--- src/rtl/serial_cascade_comp.sv ---
// serial_cascade_comp: multi-cycle magnitude comparator for wide operands.
// Walks the captured operands MSB-chunk first, CHUNK bits per clock, and stops
// at the first unequal chunk. Emits a one-hot L/E/G triple (cascade source for
// a downstream comparator's aL/aE/aG inputs) together with a one-cycle done.
// Optional build macro: SERCMP_SIGNED_EN -- treats operands as two's complement
// by comparing the top chunk signed and all lower chunks unsigned.
module serial_cascade_comp #(
  parameter int N     = 16,
  parameter int CHUNK = 4
) (
  input  logic         clk,
  input  logic         rst_n,
  input  logic         start,
  input  logic [N-1:0] ain,
  input  logic [N-1:0] bin,
  output logic         busy,
  output logic         done,
  output logic         qL,
  output logic         qE,
  output logic         qG
);

  localparam int NCHUNK = N / CHUNK;
  localparam int IDXW   = (NCHUNK > 1) ? $clog2(NCHUNK) : 1;
  localparam logic [IDXW-1:0] IDX_TOP = IDXW'(NCHUNK - 1);

  localparam logic [0:0] S_IDLE = 1'b0;
  localparam logic [0:0] S_RUN  = 1'b1;

  logic [0:0]      state_q, state_d;
  logic [IDXW-1:0] idx_q, idx_d;
  logic            done_q, done_d;
  logic [2:0]      lge_q, lge_d;     // {L, E, G}; 000 means no result yet
  logic [N-1:0]    a_q, b_q;
  logic            accept;

  logic [N-1:0]     a_sh, b_sh;
  logic [CHUNK-1:0] a_chunk, b_chunk;
  logic [CHUNK-1:0] a_key, b_key;
  logic             chunk_lt, chunk_gt;

`ifdef SERCMP_SIGNED_EN
  // Flipping the sign bit maps two's complement order onto unsigned order.
  localparam logic [CHUNK-1:0] SIGN_MSK = CHUNK'(1) << (CHUNK - 1);
  logic is_top;
`endif

  // Select the chunk under test and form its ordering keys.
  always_comb begin
    a_sh    = a_q >> (CHUNK * int'(idx_q));
    b_sh    = b_q >> (CHUNK * int'(idx_q));
    a_chunk = a_sh[CHUNK-1:0];
    b_chunk = b_sh[CHUNK-1:0];
`ifdef SERCMP_SIGNED_EN
    is_top  = (idx_q == IDX_TOP);
    a_key   = is_top ? (a_chunk ^ SIGN_MSK) : a_chunk;
    b_key   = is_top ? (b_chunk ^ SIGN_MSK) : b_chunk;
`else
    a_key   = a_chunk;
    b_key   = b_chunk;
`endif
    chunk_lt = (a_key < b_key);
    chunk_gt = (a_key > b_key);
  end

  // Next-state logic: accept in IDLE, decide or step down in RUN.
  always_comb begin
    state_d = state_q;
    idx_d   = idx_q;
    done_d  = 1'b0;
    lge_d   = lge_q;
    accept  = 1'b0;
    case (state_q)
      S_IDLE: begin
        if (start) begin
          accept  = 1'b1;
          idx_d   = IDX_TOP;
          lge_d   = 3'b000;
          state_d = S_RUN;
        end
      end
      S_RUN: begin
        if (chunk_lt) begin
          lge_d   = 3'b100;
          done_d  = 1'b1;
          state_d = S_IDLE;
        end else if (chunk_gt) begin
          lge_d   = 3'b001;
          done_d  = 1'b1;
          state_d = S_IDLE;
        end else if (idx_q == '0) begin
          lge_d   = 3'b010;
          done_d  = 1'b1;
          state_d = S_IDLE;
        end else begin
          idx_d   = idx_q - 1'b1;
        end
      end
      default: state_d = S_IDLE;
    endcase
  end

  // Control state with asynchronous reset; reset aborts any run silently.
  always_ff @(posedge clk or negedge rst_n) begin
    if (!rst_n) begin
      state_q <= S_IDLE;
      idx_q   <= '0;
      done_q  <= 1'b0;
      lge_q   <= 3'b000;
    end else begin
      state_q <= state_d;
      idx_q   <= idx_d;
      done_q  <= done_d;
      lge_q   <= lge_d;
    end
  end

  // Operand capture; later input changes cannot disturb a running compare.
  always_ff @(posedge clk) begin
    if (accept) begin
      a_q <= ain;
      b_q <= bin;
    end
  end

  assign busy = (state_q == S_RUN);
  assign done = done_q;
  assign qL   = lge_q[2];
  assign qE   = lge_q[1];
  assign qG   = lge_q[0];

endmodule

--- config.mk ---
export PLATFORM = sky130hd
export DESIGN_NAME = serial_cascade_comp
export DESIGN_NICKNAME = d
export VERILOG_FILES = /design/src/rtl/serial_cascade_comp.sv
export SDC_FILE = /design/constraint.sdc
export NUM_CORES = 1
export LEC_CHECK = 0
export CAP_MARGIN = 20
export CORE_MARGIN = 2
export CORE_UTILIZATION = 64
export DETAILED_ROUTE_END_ITERATION = 8
export DONT_BUFFER_PORTS = 1
export PLACE_DENSITY = 0.8
export SKIP_LAST_GASP = 1
export SYNTH_ARGS = -nofsm -noshare
export SYNTH_HDL_FRONTEND = slang
export SYNTH_SLANG_ARGS = --single-unit
--- constraint.sdc ---
create_clock -name clk -period 3.9 [get_ports clk]
set_input_delay 0.78 -clock clk [delete_from_list [all_inputs] [get_ports clk]]
set_output_delay 0.78 -clock clk [all_outputs]
set_load 0.05 [all_outputs]
Yosys cells after proc, flatten, opt, wreduce, memory -nomap -nowiden
Cells that the tools add are included.

storage, ports and cells
  ROM bits = 0
  bits of input ports = 35
  memories = 0
  latch bits = 0
  output and inout port bits = 5
  register bits after elaboration = 39
  RAM bits = 0
  word-level logic and storage cells = 40

operators by class
  reductions and logical operators = 3
  bitwise gates (word level) = 1
  multiply operators = 0
  shifts and indexed selects = 2
  add/sub/neg operators = 1
  eq/ne operators = 5
  order comparisons = 2
  divide/modulo/power cells = 0
  muxes and demuxes = 20

operators by type and width
  kind                                                                     count
  16-bit by 4-bit >> shifter with 4-bit output                             2
  3-bit 2-to-1 mux                                                         4
  1-bit 2-to-1 mux                                                         9
  2-bit 2-to-1 mux                                                         4
  2-bit inequality test, second input constant                             4
  3-bit case mux with 2 select lines                                       1
  4-bit > comparator                                                       1
  4-bit < comparator                                                       1
  4-bit by 1-bit inequality test with 1-bit output, second input constant  1
  2-bit case mux with 2 select lines                                       1
  4-bit AND reduction                                                      1
  2-bit logical NOT                                                        1
  1-bit case mux with 2 select lines                                       1
  2-bit AND reduction                                                      1
  2-bit by 1-bit subtractor with 2-bit output, second input constant       1
  1-bit NOT                                                                1

Logic depth before layout (Yosys ltp)
Gate-level depths: netlist of run 1.

  depth in word-level cells = 5
  gate-level depth with buffers = 8
  mapped depth without buffers = 7

Worst setup path before layout of run 1
Ideal clock, no wire load.

  kind = input-to-reg
  start = in start
  end = reg a_q[0] (enable)
  data arrival time = 2.310 ns
  cell stages on the path = 1
  library setup time = 0.428 ns
  required time = 3.472 ns
  path slack = 1.161 ns
  buffers on the path = 0
  cells stage by stage = nor2b_1

between the ends
  longest elaborated chain between the ends = 2

ends and longest elaborated chain
  item                  line  text
  from (decl)           13    input logic start,
  1-bit 2-to-1 mux      75    if (start) begin
  1-bit 2-to-1 mux      73    case (state_q)
  to (signal assigned)  121   a_q <= ain;
  to (decl)             34    logic [N-1:0] a_q, b_q;

Every way passes these cells.
A chain may end at the register's enable or synchronous reset.

Worst setup path in the final report of run 1
  start = reg idx_q[0]
  end = reg lge_q[0]

between the ends
  longest elaborated chain between the ends = 5
  elaborated cells on any way between the ends = 10
  those cells by class = 2 x order compare; 1 x eq/ne; 2 x shift; 3 x mux; 2 x reduce/logical

ends and longest elaborated chain
  item                                                                    line    text
  from (decl)                                                             31      logic [IDXW-1:0] idx_q, idx_d;
  from (signal assigned)                                                  112     idx_q <= idx_d;
  16-bit by 4-bit >> shifter with 4-bit output, on equally long branches  50, 51
  4-bit > comparator                                                      63      chunk_gt = (a_key > b_key);
  3-bit 2-to-1 mux                                                        87      end else if (chunk_gt) begin
  3-bit 2-to-1 mux                                                        83      if (chunk_lt) begin
  3-bit case mux with 2 select lines                                      73
  to (signal assigned)                                                    114     lge_q <= lge_d;
  to (decl)                                                               33      logic [2:0] lge_q, lge_d;

Several ways; a longest one is shown, not always the timed one.

==> results of run 1 <==
cell type report:
class / instances / area [um2]
multi-input cells: 39 / 395
repair buffers: 1 / 7.51
flip-flops and latches: 39 / 1140
clock buffers: 5 / 37.5
inverters: 7 / 26.3
fillers: 149 / 578
clock inverters: 3 / 38.8
well taps: 28 / 35.0
sequential cells by signal, indices dropped and copies added (netlist names):
name and count:
a_q 16, b_q 16, busy 1, done 1, idx_q 2, lge_q 3
through the flow:
step	hold slack, ns	cells
after floorplan	0.484	87
after global placement	0.485	114
after detailed placement	0.485	114
after CTS	0.115	122
after global routing	0.0988	122
final	0.127	122
worst min-delay path by stage:
stage	start	endpoint	slack [ns]
after global placement	rst_n	busy	0.48
final	rst_n	lge_q[1]	0.13
after global routing	rst_n	done	0.1
after detailed placement	rst_n	busy	0.48
after CTS	rst_n	lge_q[1]	0.11
after floorplan	rst_n	busy	0.48
power by group through the flow:
stage               logic (uW)  clock network, uW  registers (uW)
global route               122                271             568
global placement           106                  0             570
finish                     109                251             560
CTS                        110                256             562
detailed placement         108                  0             572
floorplan                  100                  0             556
layer usage:
| layer | GRT usage [%] | vias up | wire [um] |
|---|---|---|---|
| li1 | - | 348 | - |
| met1 | 18.3 | 374 | 802 |
| met2 | 27.4 | 33 | 1060 |
| met3 | 9.60 | 7 | 164 |
| met4 | 7.69 | 0 | 42 |
| met5 | 0 | - | 0 |
kinds of logic (layout without fill, tap and decap cells):
family	after synthesis	after routing	share of synthesized area, %
buf+inv	9	16	2.24
flops	39	39	72.6
fa+ha+maj	5	5	4.00
mux	8	8	11.5
simple gates	14	14	4.56
compound gates	12	12	5.04
critical path: stages (launching register included):
cell and delay, ns:
dfrtp_1 0.74, mux4_2 0.60, ha_1 0.33, nand4_1 0.17, a311oi_2 0.47, o21ai_1 0.14, o21ai_1 0.10
layout by cell type, fill, tap and decap left out, drive strengths merged:
cell type  count
nand2          4
clkbuf         5
dfrtp          7
o21a           1
mux4           8
ha             5
buf            1
and2           1
nand4          1
nand3          1
nand2b         2
bufinv         1
a31o           1
clkinv         2
nor3           2
nor2           1
a311oi         1
nor2b          1
a21oi          3
o21ai          5
inv            7
a21o           1
edfxtp        32
or2            1
==> results by group, run 1 <==
Status
  • Status: finished clean

Die
  • Core ar.: 0.00225 mm2
  • Starting Density: 69.4%
  • Die ar.: 0.00286 mm2
  • Die height: 53.4 um
  • Die X: 53.4 um
  • # IOs: 40
  • FP Rows: 17

Logic synthesis
  • Top-area cell type share of the netlist area: 61.4%
  • Most frequent cells after synthesis: edfxtp_1, mux4_2, dfrtp_1, inv_1, ha_1
  • Post-synthesis sequential area ratio: 72.6%
  • Number of synthesized flops with an enable pin: 32
  • Yosys warns: 0
  • Post-synth ARST share: 17.9%
  • Netlist cell types: 23
  • Mapped Nets: 127
  • Cells after synthesis: 87
  • Synth area leaders: edfxtp_1, mux4_2, dfrtp_1
  • Number of synthesized register bits: 39
  • Post-synth top flop: edfxtp_1
  • Largest area contributor in the netlist: edfxtp_1
  • Avg Cell Area, Syn: 18.0 um2
  • Count leader, synth: edfxtp_1
  • Synthesized area: 0.00156 mm2

Clock network
  • Number of clock sinks: 39
  • H-tree depth: 2
  • Max Root-Sink Buffers: 2
  • # Post-CTS Setup Buffers: 0
  • CTS clk-pin slew, worst paths: 0.10 ns
  • Root Driver: clkbuf_4
  • Clock latency on the worst-skew pair: 0.33 ns
  • Hold-fix buffers, CTS: 0
  • CTS tree: done
  • Post-CTS sizing: 0
  • Num CTS Buffers: 5

Place
  • PortBufs: 0
  • DP Area: 0.00160 mm2
  • Placer Congestion: 0.736
  • Post-DP HPWL: 1450 um
  • Dpl ws: 1.23 ns

Power and ir drop
  • Sequential share of power: 60.9%
  • Overall Power: 920 uW
  • Sw Pwr: 238 uW
  • Net Sw Frac: 25.9%
  • Comb pwr share: 11.8%
  • Peak supply drop: 0.449 mV
  • Pwr per Cell Area: 549 mW/mm2
  • Pint: 682 uW
  • Clock network fraction of total power: 27.2%
  • Pleak: 0.000631 uW

Critical path
  • Worst R2R End: lge_q[0]
  • Reg2Reg Launch Point: idx_q[0]
  • Arrival time of the worst setup path: 2.89 ns
  • Crit path launch type: register
  • Setup crit end kind: register
  • WS Path Type: reg2reg
  • Setup crit end: lge_q[0]
  • Critical path origin: idx_q[0]
  • CP max FO: 11
  • Worst path required time: 4.17 ns
  • R2R Setup Slk: 1.28 ns
  • FF-to-FF path depth: 6

Finish
  • Final core utilization: 74.4%
  • Share of post-route cells with drive strength above 1: 20.2%
  • Ant diodes: 0
  • Synth-to-Final Area Change: 7.20%
  • Post-route cell area: 0.00168 mm2
  • Layout Nets: 133

Timing
  • Tightest Pin Transition: 0.666 ns
  • Setup Skew: 0.00504 ns
  • Slew Limit Fails: 0
  • Tcrit/Tclk final: 67.3%
  • Final Setup Violations: 0
  • Final hold violations: 0
  • RSZ-0062 raised after global routing: false
  • Final worst setup slack: 1.28 ns
  • Fmax: 381 MHz
  • Worst slew margin: 55.6%
  • Total Neg Setup Slack: 0 ns
  • Post-layout minimum cycle time: 2.62 ns

Detailed routing
  • ANT nets after route: 0
  • Number of vias per cell: 6.25
  • DRT Pass-1 Iters: 4
  • Via count: 762
  • DRC errors left: 0
  • Detailed Route Iter0 Violations: 3
  • Routed len/inst: 16.9 um
  • Final WL: 2070 um

GRT
  • Total grt overflow: 0
  • First-pass GRT wire length: 3180 um
  • GR Util All Layers: 17.1%
  • Initial antenna violation count: 0
  • Largest net degree at the start of global routing: 36
  • Number of global-route vias before repair: 735

Worst hold path
  • Min-delay worst type: in2async

Job
  • Max_cap viols: 0
Note: power is estimated with default switching activity, not from simulation.
==> run 2, diff against run 1 <==
Settings changed: CORE_UTILIZATION 64 to 60, PLACE_DENSITY 0.8 to 0.76.
Clock period 3.9 ns to 2.7 ns, I/O delays scaled along.
==> results by group, run 2 (synthesized netlist as in run 1, its figures left out) <==
Status
  • Status: finished clean

Timing
  • Post-layout minimum cycle time: 2.43 ns (-0.197 ns)
  • Worst slew margin: 54.9% (-0.70 points)
  • RSZ-0062 raised after global routing: false
  • Worst hold slack: 0.286 ns (+0.159 ns)
  • Fmax: 412 MHz (+8.1%)
  • Tcrit/Tclk final: 89.9% (+23 points)
  • Total Neg Setup Slack: 0 ns (unchanged)
  • Tightest Pin Transition: 0.676 ns (+0.0105 ns)
  • Final hold violations: 0 (unchanged)
  • Slew Limit Fails: 0 (unchanged)
  • Setup Skew: 0.00645 ns (+0.00141 ns)
  • Final Setup Violations: 0 (unchanged)

Critical path
  • FF-to-FF path depth: 6 (unchanged)
  • Crit path top cell by count: o21ai_1
  • Slowest-stage cell, CP: dfrtp_2
  • R2R Setup Slk: 0.27 ns (-1.00 ns)
  • Setup crit end kind: register
  • CP max FO: 11 (unchanged)
  • Arrival time of the worst setup path: 2.70 ns (-0.19 ns)
  • Crit path launch type: register
  • Crit path cell chain: mux4_2, ha_1, nand4_1, a311oi_4, o21ai_1, o21ai_1
  • Reg2Reg Launch Point: idx_q[0]
  • Worst path required time: 2.97 ns (-1.20 ns)
  • Worst R2R End: lge_q[0]
  • Crit path largest cell delay: 0.58 ns (-0.16 ns)
  • WS Path Type: reg2reg

GRT
  • Number of global-route vias before repair: 772 (+5.0%)
  • First-pass GRT wire length: 3330 um (+4.6%)
  • Initial antenna violation count: 0 (unchanged)
  • GR Util All Layers: 17.3% (+0.22 points)
  • Total grt overflow: 0 (unchanged)
  • Largest net degree at the start of global routing: 36 (unchanged)

Clock network
  • H-tree depth: 2 (unchanged)
  • CTS clk-pin slew, worst paths: 0.11 ns (about the same)
  • Num CTS Buffers: 5 (unchanged)
  • Clock latency on the worst-skew pair: 0.34 ns (about the same)
  • Number of clock sinks: 39 (unchanged)
  • # Post-CTS Setup Buffers: 0 (unchanged)
  • Root Driver: clkbuf_4
  • CTS tree: done
  • Max Root-Sink Buffers: 2 (unchanged)

Power and ir drop
  • Pleak: 0.000633 uW (+0.31%)
  • Comb pwr share: 12.6% (+0.8 points)
  • Overall Power: 1350 uW (+46%)
  • Net Sw Frac: 26.6% (+0.71 points)
  • Pwr per Cell Area: 791 mW/mm2 (+44%)
  • Pint: 988 uW (+45%)
  • Peak supply drop: 0.615 mV (+37%)
  • Clock network fraction of total power: 27.2% (about the same)
  • Sequential share of power: 60.2% (-0.7 points)
  • Sw Pwr: 357 uW (+50%)

Detailed routing
  • Via count: 755 (-0.92%)
  • ANT nets after route: 0 (unchanged)
  • Detailed Route Iter0 Violations: 14 (+11)
  • DRC errors left: 0 (unchanged)
  • Met1 Wirelength: 893 um (+11%)
  • Final WL: 2200 um (+6.3%)
  • DRT Pass-1 Iters: 3 (-1)
  • Routed len/inst: 17.7 um (+4.6%)
  • Metal3 WL: 159 um (-3.0%)
  • Met2 wire length: 1140 um (+7.8%)
  • Max Used Layer: met4
  • Number of vias per cell: 6.09 (-2.5%)

Die
  • Die height: 55.1 um (+3.0%)
  • Starting Density: 63.1% (-6.2 points)
  • # IOs: 40 (unchanged)
  • Die X: 55.1 um (+3.0%)
  • FP Rows: 18 (+1)
  • Die ar.: 0.00303 mm2 (+6.2%)
  • Core ar.: 0.00248 mm2 (+9.9%)

Worst hold path
  • Hold Path Origin: bin[8]
  • Worst hold path depth: 0
  • Min-delay worst type: in2reg
  • Worst Hold End: b_q[8]

Finish
  • Most frequent cells in the layout: edfxtp_1, mux4_2, inv_1
  • Top flop regs: a_q x16, b_q x16, lge_q x3
  • Ant diodes: 0 (unchanged)
  • Commonest non-fill, non-tap cell in the layout: edfxtp_1
  • Share of post-route cells with drive strength above 1: 21.3% (+1.1 points)
  • Synth-to-Final Area Change: 8.72%
  • Layout Nets: 134 (+0.75%)

Place
  • PortBufs: 0 (unchanged)
  • Placer Congestion: 0.659 (-10%)
  • Post-DP HPWL: 1550 um (+6.8%)

Job
  • Max_cap viols: 0 (unchanged)
run 2: what timing repair did:
item                                   in CTS  in global routing
gates resized for setup                     0                  2
hold buffers                                1                  0
endpoints found under the hold margin       7                  0
setup endpoints to repair                   0                  5
run 2: power groups by stage:
| stage | combinational (uW) | sequential (uW) | clock (uW) |
|---|---|---|---|
| floorplan | 145 | 803 | 0 |
| global placement | 153 | 823 | 0 |
| detailed placement | 160 | 825 | 0 |
| CTS | 164 | 811 | 381 |
| global route | 191 | 820 | 404 |
| finish | 169 | 810 | 365 |
run 2: per-stage QoR:
step	setup WS (ns)	area (um2)	cells	utilization [%]
6_report	0.272	1700	124	68.6
5_1_grt	0.0504	1700	124	68.6
4_1_cts	0.0184	1690	124	68.1
3_5_place_dp	0.0437	1600	116	64.7
3_3_place_gp	0.164	1600	116	64.7
2_1_floorplan	0.0525	1560	87	-
run 2: routing by layer:
layer / vias to the layer above / GRT usage [%]
met2: 30 / 29.0
met1: 374 / 17.7
li1: 349 / -
met5: - / 0
met3: 2 / 9.95
met4: 0 / 7.32
run 2: worst max path at each step:
stage / startpoint / to / slack [ns]
2_1_floorplan: busy / a_q[0] / 0.05
3_3_place_gp: idx_q[0] / lge_q[0] / 0.16
3_5_place_dp: idx_q[0] / lge_q[0] / 0.04
4_1_cts: idx_q[0] / lge_q[0] / 0.02
5_1_grt: idx_q[0] / lge_q[0] / 0.05
6_report: idx_q[0] / lge_q[0] / 0.27
run 2: worst max-delay path: cells and delay by family (launching register included):
family | cells | cell delay [ns]
AO/OA/AOI/OAI | 3 | 0.67
flip-flops | 1 | 0.58
multiplexers | 1 | 0.56
adder cells (fa/ha/maj) | 1 | 0.33
AND/OR/NAND/NOR | 1 | 0.22
run 2: final cells by class:
class                   count  area, um2
clock buffers               5       37.5
clock inverters             2       37.5
fillers                   182        777
inverters                   7       26.3
multi-input cells          39        407
flip-flops and latches     39       1140
well taps                  30       37.5
repair buffers              2       17.5
